### src/rtl/barrel_pkg.sv
// Shared types for the pipelined barrel shifter: shift-mode encoding and
// the width of the mode field carried down the pipeline.
package barrel_pkg;

  localparam int MODE_W = 2;

  typedef enum logic [MODE_W-1:0] {
    SH_SLL = 2'b00,
    SH_SRL = 2'b01,
    SH_SRA = 2'b10,
    SH_ROR = 2'b11
  } shift_mode_e;

endpackage

### src/rtl/barrel_stage.sv
// One pipeline stage of the barrel shifter. Applies a fixed shift of STEP
// bit positions when the matching shift-amount bit is set, otherwise passes
// the operand through, then registers data, mode, shift amount and valid.
// The whole stage freezes when advance is low so results stay stable under
// back-pressure. A registered zero flag of the stage result is also kept;
// the top level only exposes the flag of the final stage.
module barrel_stage
  import barrel_pkg::*;
#(
  parameter int WIDTH   = 8,
  parameter int STEP    = 1,
  parameter int SHAMT_W = $clog2(WIDTH)
) (
  input  logic               clk,
  input  logic               rst_n,
  input  logic               advance,
  input  logic               in_valid,
  input  logic [WIDTH-1:0]   in_data,
  input  shift_mode_e        in_mode,
  input  logic [SHAMT_W-1:0] in_shamt,
  output logic               out_valid,
  output logic [WIDTH-1:0]   out_data,
  output shift_mode_e        out_mode,
  output logic [SHAMT_W-1:0] out_shamt,
  output logic               out_zero
);

  // Position of this stage's bit inside the shift amount.
  localparam int BIT = $clog2(STEP);

  logic [WIDTH-1:0] shifted;

  // Conditional fixed-distance shift; SRA copies the current MSB, which every
  // earlier stage has preserved, so it is still the original operand's sign.
  always_comb begin
    shifted = in_data;
    if (in_shamt[BIT]) begin
      case (in_mode)
        SH_SLL:  shifted = {in_data[WIDTH-1-STEP:0], {STEP{1'b0}}};
        SH_SRL:  shifted = {{STEP{1'b0}}, in_data[WIDTH-1:STEP]};
        SH_SRA:  shifted = {{STEP{in_data[WIDTH-1]}}, in_data[WIDTH-1:STEP]};
        SH_ROR:  shifted = {in_data[STEP-1:0], in_data[WIDTH-1:STEP]};
        default: shifted = in_data;
      endcase
    end
  end

  // Stage register: valid follows the predecessor on every advance, while the
  // payload only loads for a real beat so bubbles never pull in undriven data.
  always_ff @(posedge clk or negedge rst_n) begin
    if (!rst_n) begin
      out_valid <= 1'b0;
      out_data  <= '0;
      out_mode  <= SH_SLL;
      out_shamt <= '0;
      out_zero  <= 1'b0;
    end else if (advance) begin
      out_valid <= in_valid;
      if (in_valid) begin
        out_data  <= shifted;
        out_mode  <= in_mode;
        out_shamt <= in_shamt;
        out_zero  <= (shifted == '0);
      end
    end
  end

endmodule

### src/rtl/barrel_shifter_pipe.sv
// Pipelined barrel shifter with a valid/ready stream interface. One stage per
// shift-amount bit (stage k shifts by 2^k), so latency is SHAMT_W cycles and
// throughput is one beat per cycle. A single global advance signal moves the
// whole pipeline together; bubbles are not compressed.
// Optional feature: define BARREL_ZFLAG_EN to add the registered out_zero
// flag (high when out_data is zero, meaningful only with out_valid).
module barrel_shifter_pipe
  import barrel_pkg::*;
#(
  parameter int WIDTH   = 8,
  parameter int SHAMT_W = $clog2(WIDTH)
) (
  input  logic               clk,
  input  logic               rst_n,
  input  logic               in_valid,
  output logic               in_ready,
  input  logic [WIDTH-1:0]   in_data,
  input  logic [MODE_W-1:0]  in_mode,
  input  logic [SHAMT_W-1:0] in_shamt,
  output logic               out_valid,
  input  logic               out_ready,
  output logic [WIDTH-1:0]   out_data
`ifdef BARREL_ZFLAG_EN
  ,
  output logic               out_zero
`endif
);

  // Index 0 is the input beat; index k+1 is the register of stage k.
  logic               stage_valid [SHAMT_W+1];
  logic [WIDTH-1:0]   stage_data  [SHAMT_W+1];
  shift_mode_e        stage_mode  [SHAMT_W+1];
  logic [SHAMT_W-1:0] stage_shamt [SHAMT_W+1];
  logic [SHAMT_W-1:0] stage_zero;
  logic               advance;
  logic               unused_tail;

  // The pipeline moves whenever the output slot is empty or being drained.
  assign advance  = out_ready | ~out_valid;
  assign in_ready = advance;

  assign stage_valid[0] = in_valid;
  assign stage_data[0]  = in_data;
  assign stage_mode[0]  = shift_mode_e'(in_mode);
  assign stage_shamt[0] = in_shamt;

  for (genvar k = 0; k < SHAMT_W; k++) begin : g_stage
    barrel_stage #(
      .WIDTH   (WIDTH),
      .STEP    (1 << k),
      .SHAMT_W (SHAMT_W)
    ) u_stage (
      .clk       (clk),
      .rst_n     (rst_n),
      .advance   (advance),
      .in_valid  (stage_valid[k]),
      .in_data   (stage_data[k]),
      .in_mode   (stage_mode[k]),
      .in_shamt  (stage_shamt[k]),
      .out_valid (stage_valid[k+1]),
      .out_data  (stage_data[k+1]),
      .out_mode  (stage_mode[k+1]),
      .out_shamt (stage_shamt[k+1]),
      .out_zero  (stage_zero[k])
    );
  end

  assign out_valid = stage_valid[SHAMT_W];
  assign out_data  = stage_data[SHAMT_W];

`ifdef BARREL_ZFLAG_EN
  assign out_zero = stage_zero[SHAMT_W-1];
`endif

  // Mode/shift amount of the last stage and intermediate zero flags have no
  // consumer; they are gathered here so the synthesiser can trim them.
  assign unused_tail = ^{stage_mode[SHAMT_W], stage_shamt[SHAMT_W], stage_zero};

endmodule

### config.mk
export PLATFORM = sky130hd
export DESIGN_NAME = barrel_shifter_pipe
export DESIGN_NICKNAME = d
export VERILOG_FILES = /design/src/rtl/barrel_pkg.sv /design/src/rtl/barrel_stage.sv /design/src/rtl/barrel_shifter_pipe.sv
export SDC_FILE = /design/constraint.sdc
export NUM_CORES = 1
export LEC_CHECK = 0
export ABC_AREA = 1
export BUFFER_PORTS_ARGS = -buffer_cell sky130_fd_sc_hd__buf_4
export CAP_MARGIN = 20
export CORE_ASPECT_RATIO = 1.1
export CORE_MARGIN = 8
export CORE_UTILIZATION = 55
export DETAILED_ROUTE_END_ITERATION = 8
export MAX_ROUTING_LAYER = met4
export PLACE_DENSITY = 0.77
export SYNTH_ARGS = -nofsm -noshare
export SYNTH_HDL_FRONTEND = slang
export SYNTH_SLANG_ARGS = --single-unit
### constraint.sdc
create_clock -name clk -period 1.2 [get_ports clk]
set_input_delay 0.18 -clock clk [delete_from_list [all_inputs] [get_ports clk]]
set_output_delay 0.18 -clock clk [all_outputs]
set_load 0.02 [all_outputs]
==> impl_results.md, run 1 <==
- Final worst-path cycle share: 98.0%
- GRT overflow: 0
- Critical Path Source Type: register
- Mapped Nets: 286
- Sinks on the clock net: 34
- Total of warnings raised by yosys: 0
- Number of top-level pins: 27
- H-tree depth: 2
- Number of remaining DRC errors: 0
- Kind of capture point of the worst setup path: output pin
- CP cell instances: nand2_4 > buf_6
- Largest net degree at the start of global routing: 35
- DR vias: 1681
- Nets: 315
- Max-cap violation count: 0
- Die footprint: 5660 um^2
- CP Class: register to output pin
- Pin slew with the least headroom to its limit: 0.417 ns
- Number of buffers on the longest clock path: 2
- Largest area contributor in the synthesized netlist: sky130_fd_sc_hd__dfrtp_1
- First-pass GRT wire length: 6810 um
- Post-route clock skew: 0.0120 ns
- Highest ir drop seen on vdd: 767 uV
- Required @ worst endpoint: 1.02 ns
- Power density over cell area: 2080 nW/um^2
- Number of buffers created by CTS: 5
- Number of standard cells after synthesis: 269
- Hold crit path type: primary input to register
- Stage delay of the slowest cell on the critical path: 0.44 ns
- Area of the placeable core: 3360 um^2
- Netlist area before placement: 1930 um^2
- Count of distinct cell types in the synthesized netlist: 20
- Synth-to-layout area growth: 16.0%
- Largest cells by area after synthesis: sky130_fd_sc_hd__dfrtp_1, sky130_fd_sc_hd__nand2_1, sky130_fd_sc_hd__nor2_1
- Detail-routed via count per cell: 4.84
- Initial core utilization: 57.4%
- Clock latency reported for the late side of the worst-skew pair: 0.34 ns
- Share of post-route cells with drive strength above 1: 19.1%
- Post-synthesis area per instance: 7.17 um^2
- Result of the run: finished clean
- Clock-pin slew on the worst setup and hold paths: 0.10 ns
- Iteration count of the initial detailed-routing pass: 4
- Largest fanout on the critical path: 3
- Max-slew violation total from the final report: 0
- Clock tree from TritonCTS: built
- Number of rows in the core area: 22
- Slowest cell on crit path: sky130_fd_sc_hd__dfrtp_1
- Total detailed-routing wirelength: 3880 um
- Worst slew margin relative to its limit: 72.2%
- Half-perimeter wire length of the detailed placement result: 2840 um
- Fill cell count: 310
- Height of the chip: 78.1 um
- Critical Path AT: 1.00 ns
- Number of design-rule violations left by the first detailed-router iteration: 70
- Minimum period implied by the final worst setup slack: 1.18 ns
- Die extent in x: 72.5 um
- Clock tree root buffer cell: sky130_fd_sc_hd__clkbuf_4
- Static Leak: 1.21 nW
- Share of the yosys chip area belonging to registers: 44.1%
- Fin util: 66.6%
- ANT nets after route: 0
- Power consumption: 0.00466 W
- Number of global-route vias before repair: 1613
- Final hold viol count: 0
- Antenna violations before repair: 0
- Overall global routing resource usage: 15.5%
- Final count of negative-setup-slack endpoints: 0
- Number of storage elements in the synthesis netlist: 34
- Achievable clock frequency: 851 MHz
- Port bufs: 26
- Average wire per standard cell: 11.2 um
- Fraction of synthesized cell area taken by the top area cell type: 44.1%
- Last weighted congestion value of the routability-driven placer: 0.957
- Setup repair after global routing missed its margin: yes
- # diodes: 0
## cells by family (layout without fill, tap and decap cells)
family / Yosys count / in the layout / synth area share, %
AND/OR/NAND/NOR: 169 / 169 / 36.9
buffers and inverters: 39 / 69 / 10.4
flip-flops: 34 / 34 / 44.1
AO/OA/AOI/OAI: 27 / 27 / 8.57
## placed cells by master, fill, tap and decap left out
cell / netlist / layout
sky130_fd_sc_hd__buf_6: 4 / 1
sky130_fd_sc_hd__nand2_8: 1 / 2
sky130_fd_sc_hd__buf_12: 1 / 1
sky130_fd_sc_hd__nor2_4: 0 / 1
sky130_fd_sc_hd__a21oi_1: 11 / 10
sky130_fd_sc_hd__clkbuf_1: 0 / 1
sky130_fd_sc_hd__inv_2: 2 / 1
sky130_fd_sc_hd__dlygate4sd3_1: 0 / 1
sky130_fd_sc_hd__o21ai_1: 3 / 3
sky130_fd_sc_hd__clkinv_2: 0 / 1
sky130_fd_sc_hd__nand2_4: 3 / 2
sky130_fd_sc_hd__inv_4: 1 / 1
sky130_fd_sc_hd__nand2_1: 103 / 103
sky130_fd_sc_hd__clkbuf_8: 0 / 1
sky130_fd_sc_hd__nand3_1: 17 / 17
sky130_fd_sc_hd__buf_4: 1 / 26
sky130_fd_sc_hd__o21ai_2: 2 / 2
sky130_fd_sc_hd__dfrtp_1: 34 / 34
sky130_fd_sc_hd__o21ai_0: 3 / 3
sky130_fd_sc_hd__o22ai_1: 3 / 3
sky130_fd_sc_hd__clkinv_8: 0 / 1
sky130_fd_sc_hd__nor2_1: 38 / 38
sky130_fd_sc_hd__inv_1: 29 / 29
sky130_fd_sc_hd__a21oi_2: 5 / 6
sky130_fd_sc_hd__nor2_2: 7 / 6
sky130_fd_sc_hd__clkbuf_4: 0 / 5
## cell type report
type	count	area, um^2	area share (%)
Sequential cell	34	851	38.0
Clock buffer	7	55.1	2.46
Inverter	32	135	6.04
Clock inverter	1	5.00	0.224
Tap cell	48	60.1	2.68
Timing Repair Buffer	29	236	10.6
Multi-Input combinational cell	196	895	40.0
## per-layer routing
metal / wire, um / vias to the layer above / global-route usage, %
li1: - / 877 / -
met1: 1730 / 754 / 16.0
met2: 1860 / 36 / 25.7
met3: 121 / 14 / 2.67
met4: 166 / 0 / 11.8
met5: 0 / - / -
## final timing paths
check	cells past startpoint	start	to	slack, ns
worst min-delay path	3	in_shamt[2]	g_stage[0].u_stage.out_shamt[2]	0.05
worst max register to register	6	g_stage[2].u_stage.out_valid	g_stage[0].u_stage.out_data[5]	0.07
max in group asynchronous	2	rst_n	g_stage[0].u_stage.out_data[5]	0.56
worst min register to register	2	g_stage[2].u_stage.out_data[2]	g_stage[2].u_stage.out_data[2]	0.49
min in group asynchronous	2	rst_n	g_stage[2].u_stage.out_data[5]	0.32
worst max-delay path	2	g_stage[2].u_stage.out_valid	in_ready	0.02
## registers in the layout, summed over array words and instances, names as in the netlist
signal                     flops
g_stage.u_stage.out_mode       4
g_stage.u_stage.out_data      24
g_stage.u_stage.out_valid      3
g_stage.u_stage.out_shamt      3
## cells in the mapped netlist
cell	count
sky130_fd_sc_hd__nand2_1	103
sky130_fd_sc_hd__nor2_1	38
sky130_fd_sc_hd__dfrtp_1	34
sky130_fd_sc_hd__inv_1	29
sky130_fd_sc_hd__nand3_1	17
sky130_fd_sc_hd__a21oi_1	11
sky130_fd_sc_hd__nor2_2	7
sky130_fd_sc_hd__a21oi_2	5
sky130_fd_sc_hd__buf_6	4
sky130_fd_sc_hd__nand2_4	3
sky130_fd_sc_hd__o21ai_0	3
sky130_fd_sc_hd__o21ai_1	3
sky130_fd_sc_hd__o22ai_1	3
sky130_fd_sc_hd__inv_2	2
sky130_fd_sc_hd__o21ai_2	2
sky130_fd_sc_hd__buf_12	1
sky130_fd_sc_hd__buf_2	1
sky130_fd_sc_hd__buf_4	1
sky130_fd_sc_hd__inv_4	1
sky130_fd_sc_hd__nand2_8	1
## timing repair
action | CTS | global route
gates resized for setup | 0 | 8
pin swaps | 1 | 1
setup buffers | 1 | 0
setup endpoints to repair | 1 | 8
hold buffers | 1 | 0
hold endpoints to repair | 34 | 0
## critical path: cells and delay by family, from the launching register on
kind | cells | cell delay [ns]
flip-flops | 1 | 0.44
buffers and inverters | 1 | 0.12
AND/OR/NAND/NOR | 1 | 0.11
## per-stage QoR
| stage | std cells | hold slack, ns | setup WS, ns | instance area (um^2) | TNS [ns] |
|---|---|---|---|---|---|
| 4_1_cts | 347 | 0.0438 | 0.0184 | 2200 | 0 |
| 3_5_place_dp | 337 | 0.150 | 0.0927 | 2110 | 0 |
| 2_1_floorplan | 269 | -0.116 | 0.0166 | 1930 | 0 |
| 6_report | 347 | 0.0513 | 0.0245 | 2240 | 0 |
| 3_3_place_gp | 337 | 0.146 | 0.136 | 2110 | 0 |
| 5_1_grt | 347 | 0.0540 | -0.00567 | 2240 | -0.0128 |
## power by group
part	internal [W]	switching [W]	total (W)
combinational	0.000805	0.00122	0.00202
clock	0.000284	0.000367	0.000651
sequential	0.00158	0.000411	0.00199
total	0.00267	0.00200	0.00466
(Power assumes the default switching activity.)
==> inputs of run 2 (changes only) <==
--- a/config.mk
+++ b/config.mk
@@ -8,10 +8,11 @@
 export ABC_AREA = 1
 export BUFFER_PORTS_ARGS = -buffer_cell sky130_fd_sc_hd__buf_4
 export CAP_MARGIN = 20
-export CORE_ASPECT_RATIO = 1.1
+export CORE_ASPECT_RATIO = 0.6
 export CORE_MARGIN = 8
 export CORE_UTILIZATION = 55
 export DETAILED_ROUTE_END_ITERATION = 8
+export GPL_TIMING_DRIVEN = 0
 export MAX_ROUTING_LAYER = met4
 export PLACE_DENSITY = 0.77
 export SYNTH_ARGS = -nofsm -noshare
==> run 2 against run 1 <==
Compared with the run above: register-to-register slack barely moved; sequential share of layout area fell by 1.3 points; first-iteration DRC count up 120%; wire length is 11% higher; count of clock-buffer cells in the layout down 2; sequential power down 3%; maximum frequency increased by 2.8%; combinational power grew 9.9%; via count grew 4.7%; critical endpoint unchanged; core utilization is 3.5 points higher; non-clock buffer count is 8 higher.
==> impl_results.md, run 2 (synthesis results as in run 1) <==
- Pin slew with the least headroom to its limit: 0.423 ns (+0.00604 ns)
- Leading cell type in the layout, fill and taps excluded: sky130_fd_sc_hd__nand2_1
- Number of remaining DRC errors: 0 (unchanged)
- Synth-to-layout area growth: 20.2%
- Buffers & Inverters on Critical Path: 1 (unchanged)
- GRT overflow: 0 (unchanged)
- Total detailed-routing wirelength: 4320 um (+11%)
- Flip-flop count of the largest register after layout: 24 (unchanged)
- Average wire per standard cell: 12.3 um (+10%)
- Highest ir drop seen on vdd: 1430 uV (+87%)
- Achievable clock frequency: 875 MHz (+2.8%)
- Detail-routed via count per cell: 5.01 (+3.5%)
- Top reg by flops: g_stage.u_stage.out_data
- Overall global routing resource usage: 17.7% (+2.2 points)
- CP cell instances: nand2_4 > buf_4
- Power density over cell area: 2140 nW/um^2 (+2.7%)
- Clock-pin slew on the worst setup and hold paths: 0.07 ns (-0.03 ns)
- Largest registers in the final layout: g_stage.u_stage.out_data x24, g_stage.u_stage.out_mode x4
- Clock tree from TritonCTS: built
- Number of buffers on the longest clock path: 2 (unchanged)
- Cell family contributing the most delay on the critical path: flip-flops
- Port bufs: 26 (unchanged)
- Iteration count of the initial detailed-routing pass: 4 (unchanged)
- Final worst-path cycle share: 95.3% (-2.7 points)
- Largest fanout on the critical path: 6 (+3)
- Post-route clock skew: 0.0137 ns (+0.00171 ns)
- H-tree depth: 2 (unchanged)
- Required @ worst endpoint: 1.02 ns (about the same)
- Result of the run: finished clean
- Number of rows in the core area: 16 (-27%)
- Setup repair after global routing missed its margin: no
- Clock latency reported for the late side of the worst-skew pair: 0.29 ns (-0.05 ns)
- Number of top-level pins: 27 (unchanged)
- Last weighted congestion value of the routability-driven placer: 0.803 (-16%)
- Top library cells by usage in the layout, fill and taps aside: sky130_fd_sc_hd__nand2_1, sky130_fd_sc_hd__nor2_1, sky130_fd_sc_hd__dfrtp_1
- Number of buffers created by CTS: 5 (unchanged)
- ANT nets after route: 0 (unchanged)
- Max-cap violation count: 0 (unchanged)
- Share of post-route cells with drive strength above 1: 21.6% (+2.5 points)
- First-pass GRT wire length: 7700 um (+13%)
- Critical Path AT: 0.96 ns (-0.04 ns)
- Critical Path Source Type: register
- Minimum period implied by the final worst setup slack: 1.14 ns (-0.0323 ns)
- DR vias: 1760 (+4.7%)
- Power consumption: 0.00496 W (+6.4%)
- Final count of negative-setup-slack endpoints: 0 (unchanged)
- Initial core utilization: 58.4% (+0.96 points)
- CP Class: register to output pin
- Setup slack at placement: 0.0686 ns (-0.0241 ns)
- Final hold viol count: 0 (unchanged)
- Die footprint: 5720 um^2 (+1.1%)
- Antenna violations before repair: 0 (unchanged)
- Area of the placeable core: 3300 um^2 (-1.6%)
- Die extent in x: 92.4 um (+28%)
- Static Leak: 1.26 nW (+4.4%)
- Sinks on the clock net: 34 (unchanged)
- Number of design-rule violations left by the first detailed-router iteration: 151 (+120%)
- Largest net degree at the start of global routing: 35 (unchanged)
- Stage delay of the slowest cell on the critical path: 0.42 ns (-0.02 ns)
- Hold crit path type: primary input to register
- Nets: 323 (+2.5%)
- Worst reg2reg setup slack: 0.07 ns (about the same)
- Height of the chip: 61.9 um (-21%)
- Half-perimeter wire length of the detailed placement result: 3340 um (+18%)
- Max-slew violation total from the final report: 0 (unchanged)
- Slowest cell on crit path: sky130_fd_sc_hd__dfrtp_1
- Kind of capture point of the worst setup path: output pin
- Number of global-route vias before repair: 1676 (+3.9%)
- Worst slew margin relative to its limit: 71.8% (-0.40 points)
- Final worst setup slack: 0.0568 ns (+0.0323 ns)
- # diodes: 0 (unchanged)
- Clock tree root buffer cell: sky130_fd_sc_hd__clkbuf_8
- Summed negative setup slack over all endpoints: 0 ns (unchanged)
==> run 2: cell count changes in the layout (fill, tap and decap cells not counted), moves of 2 or more <==
cell                       delta
sky130_fd_sc_hd__buf_6        +2
sky130_fd_sc_hd__clkbuf_8     +4
sky130_fd_sc_hd__nand2_1      -2
sky130_fd_sc_hd__buf_4        +3
sky130_fd_sc_hd__nand2_2      +2
sky130_fd_sc_hd__clkbuf_4     -5
==> run 2: final timing paths <==
kind / from / to / cells after the start
max in group asynchronous: rst_n / g_stage[0].u_stage.out_data[2] / 2
max: g_stage[2].u_stage.out_valid / in_ready / 2
min reg2reg: g_stage[2].u_stage.out_data[1] / g_stage[2].u_stage.out_data[1] / 2
max reg2reg: g_stage[2].u_stage.out_valid / g_stage[0].u_stage.out_data[6] / 6
min in group asynchronous: rst_n / g_stage[2].u_stage.out_data[6] / 2
min: in_shamt[1] / g_stage[0].u_stage.out_shamt[1] / 3
==> run 2: timing repair <==
action                                  in CTS  in global routing
endpoints found under the setup margin       1                  6
hold endpoints to repair                    34                  0
hold buffers                                 1                  0
gates resized for setup                      0                  4
pin swaps                                    1                  0
buffers inserted                             3                  0
==> run 2: report_power, final <==
group | internal [W] | leakage, nW | total (W) | switching [W]
clock | 0.000389 | 0.0438 | 0.000803 | 0.000414
combinational | 0.000898 | 0.813 | 0.00222 | 0.00133
sequential | 0.00158 | 0.408 | 0.00193 | 0.000351
total | 0.00287 | 1.26 | 0.00496 | 0.00209
==> run 2: layout make-up <==
type	instances	area (um^2)
fill	294	986
inverter	32	123
timing repair buffer	30	240
tap	45	56.3
clock buffer	5	68.8
multi-input combinational	196	887
buffer	7	81.3
clock inverter	2	10.0
sequential	34	851
==> run 2: layer usage <==
metal | up-vias | track usage, % | wire length [um]
li1 | 890 | - | -
met1 | 812 | 24.5 | 2200
met2 | 53 | 24.3 | 1710
met3 | 5 | 5.16 | 377
met4 | 0 | 5.23 | 33
met5 | - | - | 0
==> run 2: worst register-to-register path, delay by kind of cell (launching register included) <==
kind	cells	cell delay, ns
AO/OA/AOI/OAI	1	0.07
buffers and inverters	2	0.25
flip-flops	1	0.42
AND/OR/NAND/NOR	3	0.28
==> run 2: through the flow <==
stage                     area [um^2]  std cells  hold slack (ns)  util [%]
final                            2320        351            0.108      70.2
after global routing             2320        351            0.107      70.2
after CTS                        2300        351           0.0971      69.7
after detailed placement         2180        340            0.149      66.0
after global placement           2180        340            0.150      66.0
after floorplan                  1930        269           -0.116         -
